[src/rtl/light_panel_frontend_pkg.sv]
// Shared definitions for the light panel front end: click event encoding and
// issue FSM state codes. The event encoding matches what LightSystem expects.
// Ports: none (package).
package light_panel_frontend_pkg;

    // Click event encoding stored in the event queue
    localparam logic EV_ON  = 1'b1;
    localparam logic EV_OFF = 1'b0;

    typedef enum logic [1:0] {
        ST_IDLE  = 2'd0,
        ST_ISSUE = 2'd1,
        ST_GAP   = 2'd2
    } issue_state_e;

endpackage

[src/rtl/light_panel_frontend_btn_debounce.sv]
// Two-flop synchronizer plus debounce for one raw panel input; level_o is the
// accepted level, rise_o pulses for one cycle in the cycle level_o goes 0->1.
// Ports: clk_i, reset_ni (sync active-low), raw_i -> level_o, rise_o.
module btn_debounce #(
    parameter int DEBOUNCE_CYCLES = 16,
    parameter int CNT_W           = 5
) (
    input  logic clk_i,
    input  logic reset_ni,
    input  logic raw_i,
    output logic level_o,
    output logic rise_o
);

    logic             sync1_q;
    logic             sync2_q;
    logic             stable_q;
    logic             rise_q;
    logic [CNT_W-1:0] cnt_q;

    always_ff @(posedge clk_i) begin
        if (!reset_ni) begin
            sync1_q  <= 1'b0;
            sync2_q  <= 1'b0;
            stable_q <= 1'b0;
            rise_q   <= 1'b0;
            cnt_q    <= '0;
        end else begin
            sync1_q <= raw_i;
            sync2_q <= sync1_q;
            rise_q  <= 1'b0;
            if (sync2_q == stable_q) begin
                // any agreeing sample restarts the hold window
                cnt_q <= '0;
            end else if (cnt_q == CNT_W'(DEBOUNCE_CYCLES - 1)) begin
                // mismatch held for DEBOUNCE_CYCLES samples: accept new level
                stable_q <= sync2_q;
                rise_q   <= sync2_q;
                cnt_q    <= '0;
            end else begin
                cnt_q <= cnt_q + 1'b1;
            end
        end
    end

    assign level_o = stable_q;
    assign rise_o  = rise_q;

endmodule

[src/rtl/light_panel_frontend.sv]
// Wall-panel front end: debounces ON/OFF buttons and keypad, queues press events
// (2 deep) and issues them as paced one-cycle onClick/offClick pulses while the
// controller reports waiting. Also registers lampstate onto the panel LED.
// Ports: clk, reset (sync active-low), btn_on_raw, btn_off_raw, keypad_raw,
//        waiting, lampstate -> onClick, offClick, keypad, lamp_led, pending[1:0], dropped.
module light_panel_frontend
    import light_panel_frontend_pkg::*;
#(
    parameter int DEBOUNCE_CYCLES = 16,
    parameter int CNT_W           = 5,
    parameter int GAP_CYCLES      = 2
) (
    input  logic       clk,
    input  logic       reset,
    input  logic       btn_on_raw,
    input  logic       btn_off_raw,
    input  logic       keypad_raw,
    input  logic       waiting,
    input  logic       lampstate,
    output logic       onClick,
    output logic       offClick,
    output logic       keypad,
    output logic       lamp_led,
    output logic [1:0] pending,
    output logic       dropped
);

    localparam int GAP_W = (GAP_CYCLES > 1) ? $clog2(GAP_CYCLES) : 1;

    logic on_level, on_rise, off_level, off_rise, kp_rise;

    btn_debounce #(.DEBOUNCE_CYCLES(DEBOUNCE_CYCLES), .CNT_W(CNT_W)) u_db_on (
        .clk_i(clk), .reset_ni(reset), .raw_i(btn_on_raw),
        .level_o(on_level), .rise_o(on_rise)
    );
    btn_debounce #(.DEBOUNCE_CYCLES(DEBOUNCE_CYCLES), .CNT_W(CNT_W)) u_db_off (
        .clk_i(clk), .reset_ni(reset), .raw_i(btn_off_raw),
        .level_o(off_level), .rise_o(off_rise)
    );
    btn_debounce #(.DEBOUNCE_CYCLES(DEBOUNCE_CYCLES), .CNT_W(CNT_W)) u_db_kp (
        .clk_i(clk), .reset_ni(reset), .raw_i(keypad_raw),
        .level_o(keypad), .rise_o(kp_rise)
    );

    // Event queue: ent_q[0] is the head, cnt_q the occupancy
    logic [1:0] ent_q, ent_d;
    logic [1:0] cnt_q, cnt_d, cnt_after_pop;
    logic       dropped_q;
    logic       ev_vld, ev_dat, pop, push_ok, drop;

    issue_state_e     state_q;
    logic             on_q, off_q, led_q;
    logic [GAP_W-1:0] gap_q;

    always_comb begin
        ev_vld        = on_rise | off_rise;
        // simultaneous presses: OFF wins, ON discarded without flagging a drop
        ev_dat        = off_rise ? EV_OFF : EV_ON;
        pop           = (state_q == ST_ISSUE);
        cnt_after_pop = cnt_q - {1'b0, pop};
        // a pop in the same cycle frees a slot for the push
        push_ok       = ev_vld && (cnt_after_pop != 2'd2);
        drop          = ev_vld && !push_ok;
        ent_d         = ent_q;
        if (pop) begin
            ent_d[0] = ent_q[1];
        end
        if (push_ok) begin
            ent_d[cnt_after_pop[0]] = ev_dat;
        end
        cnt_d = cnt_after_pop + {1'b0, push_ok};
    end

    always_ff @(posedge clk) begin
        if (!reset) begin
            ent_q     <= '0;
            cnt_q     <= '0;
            dropped_q <= 1'b0;
            led_q     <= 1'b0;
        end else begin
            ent_q     <= ent_d;
            cnt_q     <= cnt_d;
            dropped_q <= dropped_q | drop;
            led_q     <= lampstate;
        end
    end

    // Issue FSM with registered click outputs
    always_ff @(posedge clk) begin
        if (!reset) begin
            state_q <= ST_IDLE;
            on_q    <= 1'b0;
            off_q   <= 1'b0;
            gap_q   <= '0;
        end else begin
            on_q  <= 1'b0;
            off_q <= 1'b0;
            case (state_q)
                ST_IDLE: begin
                    if (cnt_q != 2'd0 && waiting) begin
                        state_q <= ST_ISSUE;
                        on_q    <= (ent_q[0] == EV_ON);
                        off_q   <= (ent_q[0] == EV_OFF);
                    end
                end
                ST_ISSUE: begin
                    gap_q   <= GAP_W'(GAP_CYCLES - 1);
                    state_q <= ST_GAP;
                end
                ST_GAP: begin
                    if (gap_q == '0) begin
                        state_q <= ST_IDLE;
                    end else begin
                        gap_q <= gap_q - 1'b1;
                    end
                end
                default: state_q <= ST_IDLE;
            endcase
        end
    end

    assign onClick  = on_q;
    assign offClick = off_q;
    assign lamp_led = led_q;
    assign pending  = cnt_q;
    assign dropped  = dropped_q;

endmodule

[config.mk]
export PLATFORM = sky130hd
export DESIGN_NAME = light_panel_frontend
export DESIGN_NICKNAME = d
export VERILOG_FILES = /design/src/rtl/light_panel_frontend_pkg.sv /design/src/rtl/light_panel_frontend_btn_debounce.sv /design/src/rtl/light_panel_frontend.sv
export SDC_FILE = /design/constraint.sdc
export NUM_CORES = 1
export LEC_CHECK = 0
export CAP_MARGIN = 30
export CORE_MARGIN = 2
export CORE_UTILIZATION = 30
export DETAILED_ROUTE_END_ITERATION = 12
export PLACE_DENSITY_LB_ADDON = 0.05
export SLEW_MARGIN = 20
export SYNTH_ARGS = -nofsm -noshare
export SYNTH_HDL_FRONTEND = slang
export SYNTH_HIERARCHICAL = 1
export SYNTH_SLANG_ARGS = --single-unit
export TNS_END_PERCENT = 100
[constraint.sdc]
create_clock -name clk -period 1.7 [get_ports clk]
set_input_delay 0.34 -clock clk [delete_from_list [all_inputs] [get_ports clk]]
set_output_delay 0.34 -clock clk [all_outputs]
set_load 0.02 [all_outputs]
### Word level (Yosys, flattened, before mapping)

Index checks and enable logic that the tools add are counted.

| word-level totals | value |
|---|---|
| bits in registers | 37 |
| input bits | 7 |
| output and inout port bits | 7 |
| word-level logic and storage cells | 80 |

| operators by class | value |
|---|---|
| add/sub/neg operators | 6 |
| magnitude comparators | 2 |
| equal/unequal tests | 11 |
| mux-type cells | 11 |
| bitwise gates (word level) | 9 |
| reduce and logical (&&, ||, !) cells | 18 |

Operators with widths:

| operator | number |
|---|---|
| adder 5 x 1 -> 5 bit (second input constant) | 3 |
| equality test 5 x 4 -> 1 bit (second input constant) | 3 |
| OR reduction 3 bit | 5 |
| AND reduction 2 bit | 4 |
| NOT 1 bit | 7 |
| != test 2 bit (second input constant) | 3 |
| one-hot mux 2 bit (3 select lines) | 1 |
| two-way mux 1 bit | 5 |
| logical AND 1 bit | 4 |
| two-way mux 2 bit | 2 |
| nonzero test 2 bit | 2 |
| equality test 1 bit | 3 |
| AND reduction 3 bit | 1 |
| adder 2 x 1 -> 2 bit | 1 |
| bitwise mux 2 bit | 1 |
| equality test 2 x 1 -> 1 bit (second input constant) | 1 |
| equality test 2 bit (second input constant) | 1 |
| zero test 2 bit | 1 |
| < comparator 1 x 2 -> 1 bit (second input constant) | 1 |
| OR 1 bit | 2 |
| one-hot mux 1 bit (2 select lines) | 1 |
| subtractor 2 x 1 -> 2 bit | 1 |
| demux 1 bit (select 1 bit) | 1 |
| >= comparator 1 bit (second input constant) | 1 |
| 2 further kinds | 2 |

### Depth between registers and ports, before layout

| logic depth | value |
|---|---|
| depth after elaboration | 8 |
| depth in mapped cells | 6 |

### Modules after synthesis

Netlist, hierarchy kept.

By module, submodules not included:

| module | times used | cells an instance | area each (sq um) | seq. area each (sq um) |
|---|---|---|---|---|
| btn_debounce | 3 | 29 | 320.3 | 180.2 |
| light_panel_frontend | 1 | 51 | 493.0 | 220.2 |

### Least setup slack after synthesis

Ideal clock, no wire load.

| timing path | value |
|---|---|
| path type | reg2reg |
| from | register state_q[1] |
| to | register ent_q[0] |
| data arrival time | 1268 ps |
| data required time | 1614 ps |
| slack | 346 ps |
| cell stages (with the launch flop) | 7 |
| buffers on the path | 0 |
| clock period less this slack | 1354 ps |
| cells stage by stage | dfxtp_1 -> inv_1 -> ha_1 -> xor2_2 -> nor2_1 -> nand2_1 -> a221oi_2 |

| on the way | value |
|---|---|
| longest elaborated chain between the ends | 8 |
| elaborated cells between the ends (all ways) | 12 |

RTL lines:

| item | RTL line | RTL |
|---|---|---|
| start: declaration | light_panel_frontend.sv:51 | `issue_state_e state_q;` |
| start signal: assignment | light_panel_frontend.sv:91 | `state_q <= ST_IDLE;` |
| start signal: assignment | light_panel_frontend.sv:101 | `state_q <= ST_ISSUE;` |
| start signal: assignment | light_panel_frontend.sv:108 | `state_q <= ST_GAP;` |
| equality test 2 x 1 -> 1 bit (*) | light_panel_frontend.sv:59 | `pop = (state_q == ST_ISSUE);` |
| subtractor 2 x 1 -> 2 bit | light_panel_frontend.sv:60 | `cnt_after_pop = cnt_q - {1'b0, pop};` |
| < comparator 1 x 2 -> 1 bit (implied by the code) or >= comparator 1 bit (tied branches) | light_panel_frontend.sv:69 | `ent_d[cnt_after_pop[0]] = ev_dat;` |
| logical AND 1 bit (implied by the code) | light_panel_frontend.sv:69 |  |
| two-way mux 1 bit (implied by the code) | light_panel_frontend.sv:69 |  |
| demux 1 bit (select 1 bit) | light_panel_frontend.sv:69 |  |
| bitwise mux 2 bit | light_panel_frontend.sv:69 |  |
| two-way mux 1 bit (*) | light_panel_frontend.sv:68 | `if (push_ok) begin` |
| end signal: assignment | light_panel_frontend.sv:81 | `ent_q <= ent_d;` |
| end: declaration | light_panel_frontend.sv:46 | `logic [1:0] ent_q, ent_d;` |

Mark *: on every way between the ends. The rest lies on a longest branch, timed or not.
A chain may end at the register's enable or synchronous reset.

### Worst setup path after layout

| timing path | value |
|---|---|
| from | register u_db_kp.stable_q, in the netlist u_db_kp/level_o |
| to | output keypad |

RTL lines:

| item | RTL line | RTL |
|---|---|---|
| start: declaration | light_panel_frontend_btn_debounce.sv:17 | `logic stable_q;` |
| start signal: assignment | light_panel_frontend_btn_debounce.sv:37 | `stable_q <= sync2_q;` |
| end: declaration | light_panel_frontend.sv:22 | `output logic keypad,` |

No word-level cell between the ends.

==> summary by stage <==
Run status
The run finished with clean final reports.

Place
Summed over all nets, the half-perimeter wirelength after detailed placement is 1609 um. The instance count after placement with tap cells included is 205. The post-placement setup slack is 0.1879 ns. The congestion estimate from routability-driven global placement came to 0.7642.

During placement, the flow inserted port buffers numbering 13. The total cell area at the placement stage is 1635 sq um.

Detailed routing
The via-per-instance ratio is 4.418. The final layout contains routed wiring with a total length of 2166 um. The total iterations of the first detailed-routing run is 4. Dividing the detail-routed wire length by the instance count gives 10.17 um.

The detailed router finished its first iteration with 62 violations. After detailed routing, the number of remaining DRC violations is 0. The routed layout has 941 vias.

The remaining number of nets flagged by the antenna check after routing is 0.

Floorplan
The number of I/O pins is 14. The core box area is 4661 sq um. The full die area is 5309 sq um. The initialized floorplan defines 25 standard-cell rows.

In this run the vertical extent of the chip is 72.86 um. Measured along the x axis, the die boundary spans 72.86 um. The initial standard-cell utilization of the core is 30.52%.

Setup path
The count of buffering cells on the critical path with inverters included is 1. The critical path starts at u_db_kp/level_o. The category of the most critical setup path is flop to primary output. For this design, the slowest cell found on the critical path is clkdlybuf4s50_1. Walking the worst path, the cells encountered are clkdlybuf4s50_1. The worst register-to-register path has a depth of 6. In this run the number of cells on the critical path is 1. The worst setup path is launched from a flop. The kind of cell adding the most delay to the critical path is buffers and inverters. The worst flop-to-flop path startpoint is state_q[1].

The data required time of the critical path is 1.36 ns. The largest driver fanout on the critical path is 3. For the worst setup path, the data arrival time is 1.27 ns.

The worst setup path is captured at a primary output. In this design, the stage delay of the slowest critical-path cell is 0.62 ns. Setup slack on the worst reg-to-reg path comes out at 0.23 ns.

Timing
The time the worst path needs with I/O delays and setup is 1.606 ns. The number of hold violations in the final report is 0. The highest clock rate is 622.6 MHz. Headroom to the max-slew limit came out at 75.86%. After layout, the worst setup slack is 0.09372 ns.

Setup violations remaining at the end of the flow were counted as 0. The max-slew violation count is 0. Across the routed clock network, the largest skew measured is 0.005697 ns. Setup total negative slack on the finished layout was measured at 0 ns. At the pin with the least slew margin, the transition time is 0.3622 ns. Setup repair after global routing left no endpoint under its margin. The share of the cycle needed by the critical path after routing is 94.49%.

Global routing
The number of antenna violations at the first check in global routing is 0. The total overflow left after global routing is 0. The via count of the first global-routing pass is 928. The first-pass GRT wire length is 4022 um.

The pin count of the biggest net entering global routing is 15. Global routing used 10.06% of the available tracks.

Logic synthesis
The post-synthesis net count is 154. The cell count after synthesis came out at 136. For this run, the number of Yosys warnings is 6. A synthesized cell averages 10.46 sq um. The netlist area before placement is 1423 sq um.

Clocking
The post-CTS clock slew at the launch and capture registers of the worst setup and hold paths is 0.07 ns. The number of H-tree branching levels is 2. The root buffer cell is clkbuf_8. The TritonCTS sink count is 37. The deepest clock path buffer count is 2. The number of buffers inserted during clock tree synthesis is 5.

For the worst-skew pair, the clock arrives at the later sink with an insertion delay of 0.28 ns. For this design, the CTS-stage hold fixing added 0 buffers. TritonCTS built the clock tree.

Worst hold path
The startpoint identified for the worst hold timing path is u_db_off/sync1_q. The worst min-delay path category is flop to flop. The hold-critical path depth is 1.

Finish
The number of antenna diodes in the final layout is 0. After the flow finishes, the layout carries non-filler instances totaling 213. With fillers left out, the area of the finished cells amounts to 1749 sq um. Cells fill 37.53% of the core in the end. The net count of the finished layout is 176. Fill cells in the final layout number 480. Cells with a size suffix above 1 make up 10.06% of the layout. The growth of design area from synthesis to finish is 22.96%.

Pwr
The total power density per cell area is 1208 nW/um^2. Summed over all cells, the static leakage comes to 0.6941 nW. The largest voltage drop on the vdd net is 0.4362 mV.

Run
The count of max-cap constraint violations is 0.
-- final cells by class --
| class | instances | area, sq um | share of cell area [%] |
|---|---|---|---|
| Sequential cell | 37 | 740.7 | 42.35 |
| Multi-Input combinational cell | 89 | 644.4 | 36.84 |
| Timing Repair Buffer | 15 | 142.6 | 8.155 |
| Clock buffer | 7 | 86.33 | 4.936 |
| Tap cell | 54 | 67.56 | 3.863 |
| Inverter | 10 | 37.54 | 2.146 |
| Clock inverter | 1 | 30.03 | 1.717 |
-- worst paths after layout --
path                           end
setup / recovery            keypad
hold / removal    u_db_off/sync2_q
setup reg to reg          ent_q[0]
hold reg to reg   u_db_off/sync2_q
-- per-layer routing --
metal	vias up	wire length, um	GRT usage (%)
met1	421	976	11.46
met2	17	1027	15.76
met4	0	42	5.556
met5	-	0	0
met3	5	120	4.420
li1	498	-	-
-- per-stage QoR --
stage               hold WS [ns]  total power [W]
finish                    0.4323         0.002113
floorplan                 0.4118         0.001252
detailed placement        0.4196         0.001382
global placement          0.4144         0.001379
CTS                       0.4372         0.002156
global route              0.4648         0.002250
-- registers in the layout (all words and copies together) (netlist names), 2 cells and up --
register        cells
pending             2
ent_q               2
u_db_on/cnt_q       5
u_db_kp/cnt_q       5
u_db_off/cnt_q      5
state_q             2
-- cell usage in the layout, fill, tap and decap left out, drive strengths merged, types with 2 or more instances in the layout --
| master | instances |
|---|---|
| xnor2 | 5 |
| dlygate4sd2 | 2 |
| and2 | 7 |
| mux2i | 4 |
| clkdlybuf4s50 | 11 |
| and4b | 2 |
| and3 | 3 |
| clkbuf | 7 |
| nand3 | 5 |
| buf | 2 |
| a211oi | 2 |
| o31ai | 2 |
| nand2 | 2 |
| nor2 | 23 |
| dfxtp | 37 |
| xor2 | 7 |
| nand3b | 3 |
| ha | 11 |
| a21oi | 3 |
| inv | 10 |
| o21ai | 3 |
| nor2b | 4 |
-- where the power goes --
part           switching [W]  internal [W]
combinational       0.000209      0.000157
sequential         0.0000525      0.000926
clock               0.000290      0.000478
total               0.000552       0.00156
-- repair_timing --
item,CTS,global route
setup buffers,0,0
gates resized for setup,2,0
setup endpoints to repair,2,0
Note: power is estimated with default switching activity, not from simulation.
==> edit (same settings) <==
`GAP_CYCLES`: 2 -> 4.
--- a/src/rtl/light_panel_frontend.sv
+++ b/src/rtl/light_panel_frontend.sv
@@ -8,7 +8,7 @@
 #(
     parameter int DEBOUNCE_CYCLES = 16,
     parameter int CNT_W           = 5,
-    parameter int GAP_CYCLES      = 2
+    parameter int GAP_CYCLES      = 4
 ) (
     input  logic       clk,
     input  logic       reset,
Behaviour: no difference found for any inputs over 10 cycles, from zero or initial values and one cycle with reset low; that may be too few to reach the edited logic, so the function may still have changed.
==> edit against the unedited design <==
Synthesized area rose by 2.7%. Design area up 0.93%. Sequential cell count grew 1. Fmax is essentially flat. Synthesized cell count grew 2.9%. Setup slack better by 0.00072 ns. Via count increased by 1.4%. Hold slack better by 0.0026 ns. Non-clock buffer count decreased by 1. Routed wire length rose by 8.6%. Largest cell class unchanged.
Power is not compared: it rests on default switching activity, and its combinational part moved more than twofold at a synthesized area within 25%.
==> edit: results (changes against the unedited design) <==
* Status: finished, final reports clean
* Max FO, Critical Path at 3 (unchanged)
* Largest net degree at the start of global routing at 19 (+4)
* CTS clock-pin slew for the worst setup and hold paths at 0.07 ns (about the same)
* GRT Total Usage at 10.7% (+0.67 points)
* # diodes at 0 (unchanged)
* Internal reg-to-reg setup slack at 0.33 ns (+0.10 ns)
* Cell Int Power at between 1 and 1.5 mW
* CP peak stage delay at 0.62 ns (about the same)
* CP delay by family, top: buffers and inverters
* # port buffers at 13 (unchanged)
* Leak at between 0.6 and 0.7 nW
* Data arrival, critical path at 1.27 ns (about the same)
* Initial antenna violation count at 0 (unchanged)
* Post-CTS sizing at 1 (-1)
* First-pass GRT wire length at 4320 um (+7.4%)
* Gpl congestion at 0.720 (-5.7%)
* H-tree lvl count at 2 (unchanged)
* Detailed Route Iter0 Violations at 21 (-66%)
* Logic pwr share at roughly 2.8%
* Worst hold margin at 0.435 ns (+0.00256 ns)
* Synth Instances at 140 (+2.9%)
* Placed cell area at 0.00168 mm^2 (+2.4%)
* Root Buffer: clkbuf_8
* Routed vias at 954 (+1.4%)
* Placed insts at 220 (+7.3%)
* Filler cells at 472 (-1.7%)
* Pre-CTS setup slack at 0.158 ns (-0.0297 ns)
* Clk_lat worst skew at 0.28 ns (about the same)
* Layout cells sized above 1 at 11.2% (+1.1 points)
* F_max at 0.623 GHz (about the same)
* Hold Path Class: reg2reg
* Worst VDD drop at about 0.41 mV
* Clk buf depth at 2 (unchanged)
* Post-CTS setup buffers at 0 (unchanged)
* DP HPWL at 1720 um (+6.9%)
* Slowest stage cell, crit path: clkdlybuf4s50_1
* Final wirelength at 2350 um (+8.6%)
* NetSw at 0.318 mW
* Final setup skew at 0.00687 ns (+0.00118 ns)
* Detailed Routing Iterations Pass 1 at 4 (unchanged)
* Syn. warnings at 6 (unchanged)
* Actual slew at the worst max-slew pin at 0.364 ns (+0.00226 ns)
* Non-filler instance count after layout at 228 (+7.0%)
* Number of global-route vias before repair at 967 (+4.2%)
* Fin nets at 174 (-1.1%)
* Largest registers: u_db_kp/cnt_q (5), u_db_off/cnt_q (5), u_db_on/cnt_q (5)
* Seq. pwr at between 0.9 and 1 mW
[edit: final timing paths]
check	cells past startpoint	to	startpoint
worst max-delay path	1	pending[0]	pending[0]
worst min-delay path	1	u_db_off/sync2_q	u_db_off/sync1_q
worst max register to register	5	u_db_on/cnt_q[3]	u_db_on/cnt_q[0]
worst min register to register	1	u_db_off/sync2_q	u_db_off/sync1_q
[edit: layout make-up]
| cell class | count | area, um^2 | area share (%) |
|---|---|---|---|
| timing repair buffer | 14 | 136 | 7.73 |
| clock inverter | 1 | 5.00 | 0.283 |
| inverter | 11 | 41.3 | 2.34 |
| sequential | 38 | 761 | 43.1 |
| clock buffer | 7 | 86.3 | 4.89 |
| multi-input combinational | 90 | 652 | 36.9 |
| tap | 67 | 83.8 | 4.75 |
[edit: routing by layer]
metal  track usage [%]  vias up  routed length (um)
met2              16.6       12                1070
met5                 0        -                   0
met1              12.8      435                1130
met3              4.39        6                 102
li1                  -      501                   -
met4              5.45        0                  51
